<file path="src/rtl/axi_pkg.sv">
// axi_pkg: AXI3 payload types, widths, master indices and FSM encodings for the 2:1 arbiter
package axi_pkg;
  localparam int ID_W = 4;
  localparam int ADDR_W = 32;
  localparam int DATA_W = 32;
  localparam int STRB_W = 4;
  localparam int LEN_W = 4;
  localparam logic M_DCACHE = 1'b0;
  localparam logic M_ICACHE = 1'b1;
  localparam logic [1:0] R_IDLE = 2'd0;
  localparam logic [1:0] R_ADDR = 2'd1;
  localparam logic [1:0] R_DATA = 2'd2;
  localparam logic [1:0] W_IDLE = 2'd0;
  localparam logic [1:0] W_ADDR = 2'd1;
  localparam logic [1:0] W_DATA = 2'd2;
  localparam logic [1:0] W_RESP = 2'd3;
  typedef struct packed {
    logic [ID_W-1:0]   id;
    logic [ADDR_W-1:0] addr;
    logic [LEN_W-1:0]  len;
    logic [2:0]        size;
    logic [1:0]        burst;
    logic [1:0]        lock;
    logic [3:0]        cache;
    logic [2:0]        prot;
    logic [3:0]        qos;
  } axi_addr_t;
  typedef struct packed {
    logic [ID_W-1:0]   id;
    logic [DATA_W-1:0] data;
    logic [STRB_W-1:0] strb;
    logic              last;
  } axi_w_t;
  typedef struct packed {
    logic [ID_W-1:0]   id;
    logic [DATA_W-1:0] data;
    logic [1:0]        resp;
    logic              last;
  } axi_r_t;
  typedef struct packed {
    logic [ID_W-1:0] id;
    logic [1:0]      resp;
  } axi_b_t;
  // steer a single handshake bit to the owning master's lane
  function automatic logic [1:0] sel_vec(input logic sel, input logic en);
    return {en & sel, en & ~sel};
  endfunction
endpackage

</file>
<file path="src/rtl/rr_arb2.sv">
// rr_arb2: two-request grant with a preference pointer that moves to the loser on completion
module rr_arb2 import axi_pkg::*; #(
  parameter bit FIXED_PRIO = 1'b0
) (
  input  logic       clk,
  input  logic       rst,
  input  logic [1:0] i_req,
  input  logic       i_done,
  input  logic       i_winner,
  output logic       o_gnt
);
  logic r_ptr;
  always_comb o_gnt = FIXED_PRIO ? (i_req[M_DCACHE] ? M_DCACHE : M_ICACHE)
                                 : (&i_req ? r_ptr : i_req[M_ICACHE]);
  always_ff @(posedge clk) begin
    if (rst) r_ptr <= M_DCACHE;
    else if (i_done) r_ptr <= ~i_winner;
  end
endmodule

</file>
<file path="src/rtl/axi_arbiter_2to1.sv">
// axi_arbiter_2to1: dcache/icache share one AXI3 port; read and write paths are arbitrated
// independently, each locked to one owner from address grant to final response.
module axi_arbiter_2to1 import axi_pkg::*; #(
  parameter bit FIXED_PRIO = 1'b0
) (
  input  logic            clk,
  input  logic            rst,
  input  axi_addr_t [1:0] s_ar,
  input  logic      [1:0] s_arvalid,
  output logic      [1:0] s_arready,
  output axi_r_t          s_r,
  output logic      [1:0] s_rvalid,
  input  logic      [1:0] s_rready,
  input  axi_addr_t [1:0] s_aw,
  input  logic      [1:0] s_awvalid,
  output logic      [1:0] s_awready,
  input  axi_w_t    [1:0] s_w,
  input  logic      [1:0] s_wvalid,
  output logic      [1:0] s_wready,
  output axi_b_t          s_b,
  output logic      [1:0] s_bvalid,
  input  logic      [1:0] s_bready,
  output axi_addr_t       m_ar,
  output logic            m_arvalid,
  input  logic            m_arready,
  input  axi_r_t          m_r,
  input  logic            m_rvalid,
  output logic            m_rready,
  output axi_addr_t       m_aw,
  output logic            m_awvalid,
  input  logic            m_awready,
  output axi_w_t          m_w,
  output logic            m_wvalid,
  input  logic            m_wready,
  input  axi_b_t          m_b,
  input  logic            m_bvalid,
  output logic            m_bready
);
  logic [1:0] r_rd_state, r_wr_state;
  logic       r_rd_owner, r_wr_owner;
  logic       w_rd_gnt, w_wr_gnt, w_rd_done, w_wr_done, w_wlast;
  rr_arb2 #(.FIXED_PRIO(FIXED_PRIO)) u_rd_arb (
    .clk(clk), .rst(rst), .i_req(s_arvalid), .i_done(w_rd_done), .i_winner(r_rd_owner), .o_gnt(w_rd_gnt)
  );
  rr_arb2 #(.FIXED_PRIO(FIXED_PRIO)) u_wr_arb (
    .clk(clk), .rst(rst), .i_req(s_awvalid), .i_done(w_wr_done), .i_winner(r_wr_owner), .o_gnt(w_wr_gnt)
  );
  // the registered owner steers every channel; the returned IDs are never consulted
  always_comb begin
    m_ar      = s_ar[r_rd_owner];
    m_arvalid = (r_rd_state == R_ADDR) & s_arvalid[r_rd_owner];
    s_arready = sel_vec(r_rd_owner, (r_rd_state == R_ADDR) & m_arready);
    s_r       = m_r;
    s_rvalid  = sel_vec(r_rd_owner, (r_rd_state == R_DATA) & m_rvalid);
    m_rready  = (r_rd_state == R_DATA) & s_rready[r_rd_owner];
    w_rd_done = m_rvalid & m_rready & m_r.last;
    m_aw      = s_aw[r_wr_owner];
    m_awvalid = (r_wr_state == W_ADDR) & s_awvalid[r_wr_owner];
    s_awready = sel_vec(r_wr_owner, (r_wr_state == W_ADDR) & m_awready);
    m_w       = s_w[r_wr_owner];
    m_wvalid  = (r_wr_state == W_DATA) & s_wvalid[r_wr_owner];
    s_wready  = sel_vec(r_wr_owner, (r_wr_state == W_DATA) & m_wready);
    w_wlast   = m_wvalid & m_wready & m_w.last;
    s_b       = m_b;
    s_bvalid  = sel_vec(r_wr_owner, (r_wr_state == W_RESP) & m_bvalid);
    m_bready  = (r_wr_state == W_RESP) & s_bready[r_wr_owner];
    w_wr_done = m_bvalid & m_bready;
  end
  always_ff @(posedge clk) begin
    if (rst) begin
      r_rd_state <= R_IDLE;
      r_rd_owner <= M_DCACHE;
    end else begin
      r_rd_state <= (r_rd_state == R_IDLE) ? (|s_arvalid ? R_ADDR : R_IDLE)
                  : (r_rd_state == R_ADDR) ? (m_arvalid & m_arready ? R_DATA : R_ADDR)
                  : (r_rd_state == R_DATA && !w_rd_done) ? R_DATA : R_IDLE;
      if (r_rd_state == R_IDLE && |s_arvalid) r_rd_owner <= w_rd_gnt;
    end
  end
  always_ff @(posedge clk) begin
    if (rst) begin
      r_wr_state <= W_IDLE;
      r_wr_owner <= M_DCACHE;
    end else begin
      r_wr_state <= (r_wr_state == W_IDLE) ? (|s_awvalid ? W_ADDR : W_IDLE)
                  : (r_wr_state == W_ADDR) ? (m_awvalid & m_awready ? W_DATA : W_ADDR)
                  : (r_wr_state == W_DATA) ? (w_wlast ? W_RESP : W_DATA)
                  : (w_wr_done ? W_IDLE : W_RESP);
      if (r_wr_state == W_IDLE && |s_awvalid) r_wr_owner <= w_wr_gnt;
    end
  end
endmodule

</file>
<file path="config.mk">
export PLATFORM = sky130hd
export DESIGN_NAME = axi_arbiter_2to1
export DESIGN_NICKNAME = d
export VERILOG_FILES = /design/src/rtl/axi_pkg.sv /design/src/rtl/rr_arb2.sv /design/src/rtl/axi_arbiter_2to1.sv
export SDC_FILE = /design/constraint.sdc
export NUM_CORES = 1
export LEC_CHECK = 0
export ABC_AREA = 1
export BUFFER_PORTS_ARGS = -buffer_cell sky130_fd_sc_hd__buf_2
export CORE_AREA = 3 3 231 233
export CTS_BUF_LIST = sky130_fd_sc_hd__clkbuf_8
export CTS_CLUSTER_SIZE = 12
export DETAILED_ROUTE_END_ITERATION = 7
export DIE_AREA = 0 0 234 236
export PLACE_DENSITY_LB_ADDON = 0.1
export RECOVER_POWER = 25
export SYNTH_ARGS = -nofsm -noshare
export SYNTH_HDL_FRONTEND = slang
export SYNTH_SLANG_ARGS = --single-unit
export TNS_END_PERCENT = 50
</file>
<file path="constraint.sdc">
create_clock -name clk -period 1.15 [get_ports clk]
set_input_delay 0.23 -clock clk [delete_from_list [all_inputs] [get_ports clk]]
set_output_delay 0.23 -clock clk [all_outputs]
set_load 0.02 [all_outputs]
</file>
==> run_results.csv <==
group,metric,value,unit
run_status,outcome,"finished with violations",
sta,finalSetupViolCount,178,
worst_setup_path,startpoint_type,"flip-flop",
clock_tree,cts_max_path_buffers,2,
yosys,synth_compound_area_share,3.56,%
place,preCtsSetupSlack,-0.196,ns
clock_tree,hold_buffers,0,
yosys,netlist_instances,645,
worst_setup_path,required,0.92,ns
floorplan,die_h,236,um
global_route,grt_use_met2,15.5,%
sta,timing.final.crit_share,136,%
worst_setup_path,max_stage_delay,0.36,ns
route,drtPass1Iterations,4,
route,num_vias,5524,
worst_setup_path,critPathBufInv,5,
global_route,grt_usage,7.53,%
cells_and_area,fill_cells,6113,
yosys,synth_fp_nets,1021,
place,io_buffer_count,504,
power_and_ir_drop,vdd_drop_max,0.000217,V
cells_and_area,final_core_util,14.5,%
yosys,synth_seq_cells,8,
run_status,failed_checks,"negative setup slack",
place,gp_congestion,0.721,
floorplan,pin_count,593,
worst_setup_path,cp-end-kind,"primary output",
floorplan,die-area,55200,sq um
yosys,syn_area,2850,sq um
global_route,grt-busiest-layer,"met2",
global_route,overflow,0,
sta,max_freq,0.642,GHz
global_route,grt_use_met1,7.24,%
sta,tightest_slew,0.293,ns
sta,maxSlewHeadroom,80.4,%
yosys,synthXorXnorAreaFrac,0,%
floorplan,start_util,5.54,%
yosys,yosys.area_share.simple,69.7,%
cells_and_area,final_layout_size_suffix_gt1_share,60.9,%
yosys,synth-edff-count,0,
yosys,netlist_top_cells_area,"nand2_1 (65%), buf_4 (12%), dfxtp_1 (5.6%), buf_2 (4.2%), inv_1 (2.1%)",
route,detail_route.wl_per_cell,13.0,um
route,drt-initial-drc-count,94,
yosys,synth_most_common_cell,"nand2_1",
clock_tree,cts_tree,"done",
global_route,met3_usage,2.32,%
yosys,synth_top_family_by_area,"simple AND/OR/NAND/NOR gates",
yosys,synth_mux_area_share,0,%
yosys,synth_ff_type,"dfxtp_1",
yosys,yosysTopAreaCell,"nand2_1",
yosys,synth_async_sr_flop_share,0,%
run,max_cap_violations,0,
route,via_per_inst,3.07,
place,dpl-instance-area,6310,sq um
sta,skew,0.000579,ns
clock_tree,clk_latency,0.24,ns
sta,fin_tns_setup,-57.34,ns
sta,fin_crit,1.56,ns
place,hpwl,19700,um
sta,hold_slack,0.311,ns
worst_setup_path,cp_max_fo,8,
yosys,yosysWarnings,0,
floorplan,fp-row-count,83,
worst_setup_path,crit_type,"flip-flop to primary output",
route,drc_errors,0,
sta,setup_ws,-0.409,ns
route,wirelength,23500,um
yosys,synthAdderAreaFrac,0,%
worst_setup_path,worstPathArrival,1.33,ns
clock_tree,cts_root_buffer,"clkbuf_8",
clock_tree,cts_buffers,3,
min_path,hp-class,"input port to flip-flop",
sta,hold_viol,0,
cells_and_area,fin_area,7430,sq um
power_and_ir_drop,power_density,646,nW/um^2
global_route,grt_pass1_vias,5376,
sta,slew_violations,0,
yosys,yosysSeqAreaShare,5.62,%
route,drtAntennaViolNets,0,
worst_setup_path,cp_top_family,"buffers and inverters",
yosys,avgSynthCellArea,4.42,sq um
clock_tree,cts.sinks,8,
clock_tree,htreeDepth,1,
global_route,grt_pass1_wl,31600,um
sta,rsz0062_at_grt,"yes",
cells_and_area,area_delta_synth_final,161,%
yosys,netlist.area_leader.share,65.2,%
global_route,grt_max_degree,42,
power_and_ir_drop,leakagePower,4.26,nW
worst_setup_path,slowest_stage,"dfxtp_4",
floorplan,core_area,51400,sq um
global_route,antenna_found_initial,1,
yosys,synth_common_cells,"nand2_1 (495), buf_4 (46), buf_2 (24), inv_1 (16), nor2_1 (10)",
yosys,synthDistinctLibCells,23,
floorplan,die_w,234,um
cells_and_area,fin_nets,1496,
worst_setup_path,path_cells,"buf_12 -> clkinv_16 -> buf_12 -> buf_16 -> nand2_1 -> nand2_1 -> buf_6",
clock_tree,clk_pin_slew,0.05,ns
## flip-flops by register name, indices dropped and copies added, names as in the netlist
| signal | cells |
|---|---|
| r_rd_owner | 1 |
| r_rd_state | 2 |
| r_wr_owner | 1 |
| r_wr_state | 2 |
| u_rd_arb.r_ptr | 1 |
| u_wr_arb.r_ptr | 1 |
## routing by layer
metal	share of wire, %	vias up
met3	9.5	20
li1	-	2828
met2	55	322
met5	0	-
met4	1.1	0
met1	34	2354
## worst paths after layout
check | from | end | slack (ns) | cells after the start
setup / recovery | r_rd_owner | m_ar[43] | -0.41 | 7
hold / removal | s_arvalid[1] | r_rd_owner | 0.31 | 3
setup reg to reg | r_rd_owner | r_rd_state[1] | -0.29 | 9
hold reg to reg | u_rd_arb.r_ptr | u_rd_arb.r_ptr | 0.47 | 2
## cell usage in the layout, fill, tap and decap left out, types with 2 or more instances in the layout
cell       instances
buf_2            397
nand2_1          387
nand2_2           98
buf_6             73
buf_4             55
inv_1             17
nand2_4           11
nor2_1            10
buf_12            10
buf_16             9
a21oi_1            6
dfxtp_1            6
nor3_2             5
nand3_1            4
nor3_4             3
clkbuf_8           3
buf_8              3
a21oi_2            2
a21oi_4            2
o211ai_1           2
o21ai_0            2
inv_2              2
clkbuf_16          2
clkbuf_4           2
dfxtp_4            2
## worst reg2reg max path, stage by stage, from the launching register on
cell and delay (ns):
dfxtp_4 0.35, buf_12 0.14, clkinv_16 0.08, buf_4 0.12, nand2_4 0.04, a21oi_4 0.18, buf_4 0.15, nand3_1 0.10
nand2_1 0.10, a21oi_1 0.06
## power breakdown
group          internal [W]  switching (W)  total, W  leakage [nW]
clock              0.000234       0.000145  0.000379        0.0269
combinational       0.00187        0.00222   0.00409          4.16
sequential         0.000302      0.0000256  0.000328        0.0670
total               0.00240        0.00240   0.00480          4.26
## cells by family (layout without fill, tap and decap cells)
kind of cell,count (synthesis),after routing
AO/OA/AOI/OAI,15,15
AND/OR/NAND/NOR,521,521
other,0,1
buffers and inverters,101,575
flip-flops,8,8
## final cells by class
class                           instances  area, sq um  area share (%)
Antenna cell                            1         2.50          0.0337
Clock buffer                            3         41.3           0.555
Clock inverter                          1         3.75          0.0505
Inverter                               19          103            1.38
Multi-Input combinational cell        536         2480            33.4
Sequential cell                         8          168            2.26
Tap cell                              680          851            11.4
Timing Repair Buffer                  551         3780            50.9
Timing Repair inverter                  1         3.75          0.0505
## metrics by stage
step           instances  total power (W)
3_3_place_gp        1778          0.00382
2_1_floorplan        645          0.00238
3_5_place_dp        1778          0.00377
5_1_grt             1800          0.00522
4_1_cts             1794          0.00460
6_report            1800          0.00480
## repair_timing
action | 4_1_cts | 5_1_grt
resized for setup | 125 | 129
pin swaps | 5 | 10
endpoints found under the setup margin | 178 | 179
setup buffers | 6 | 3
gates cloned | 6 | 2
(Power assumes the default switching activity.)
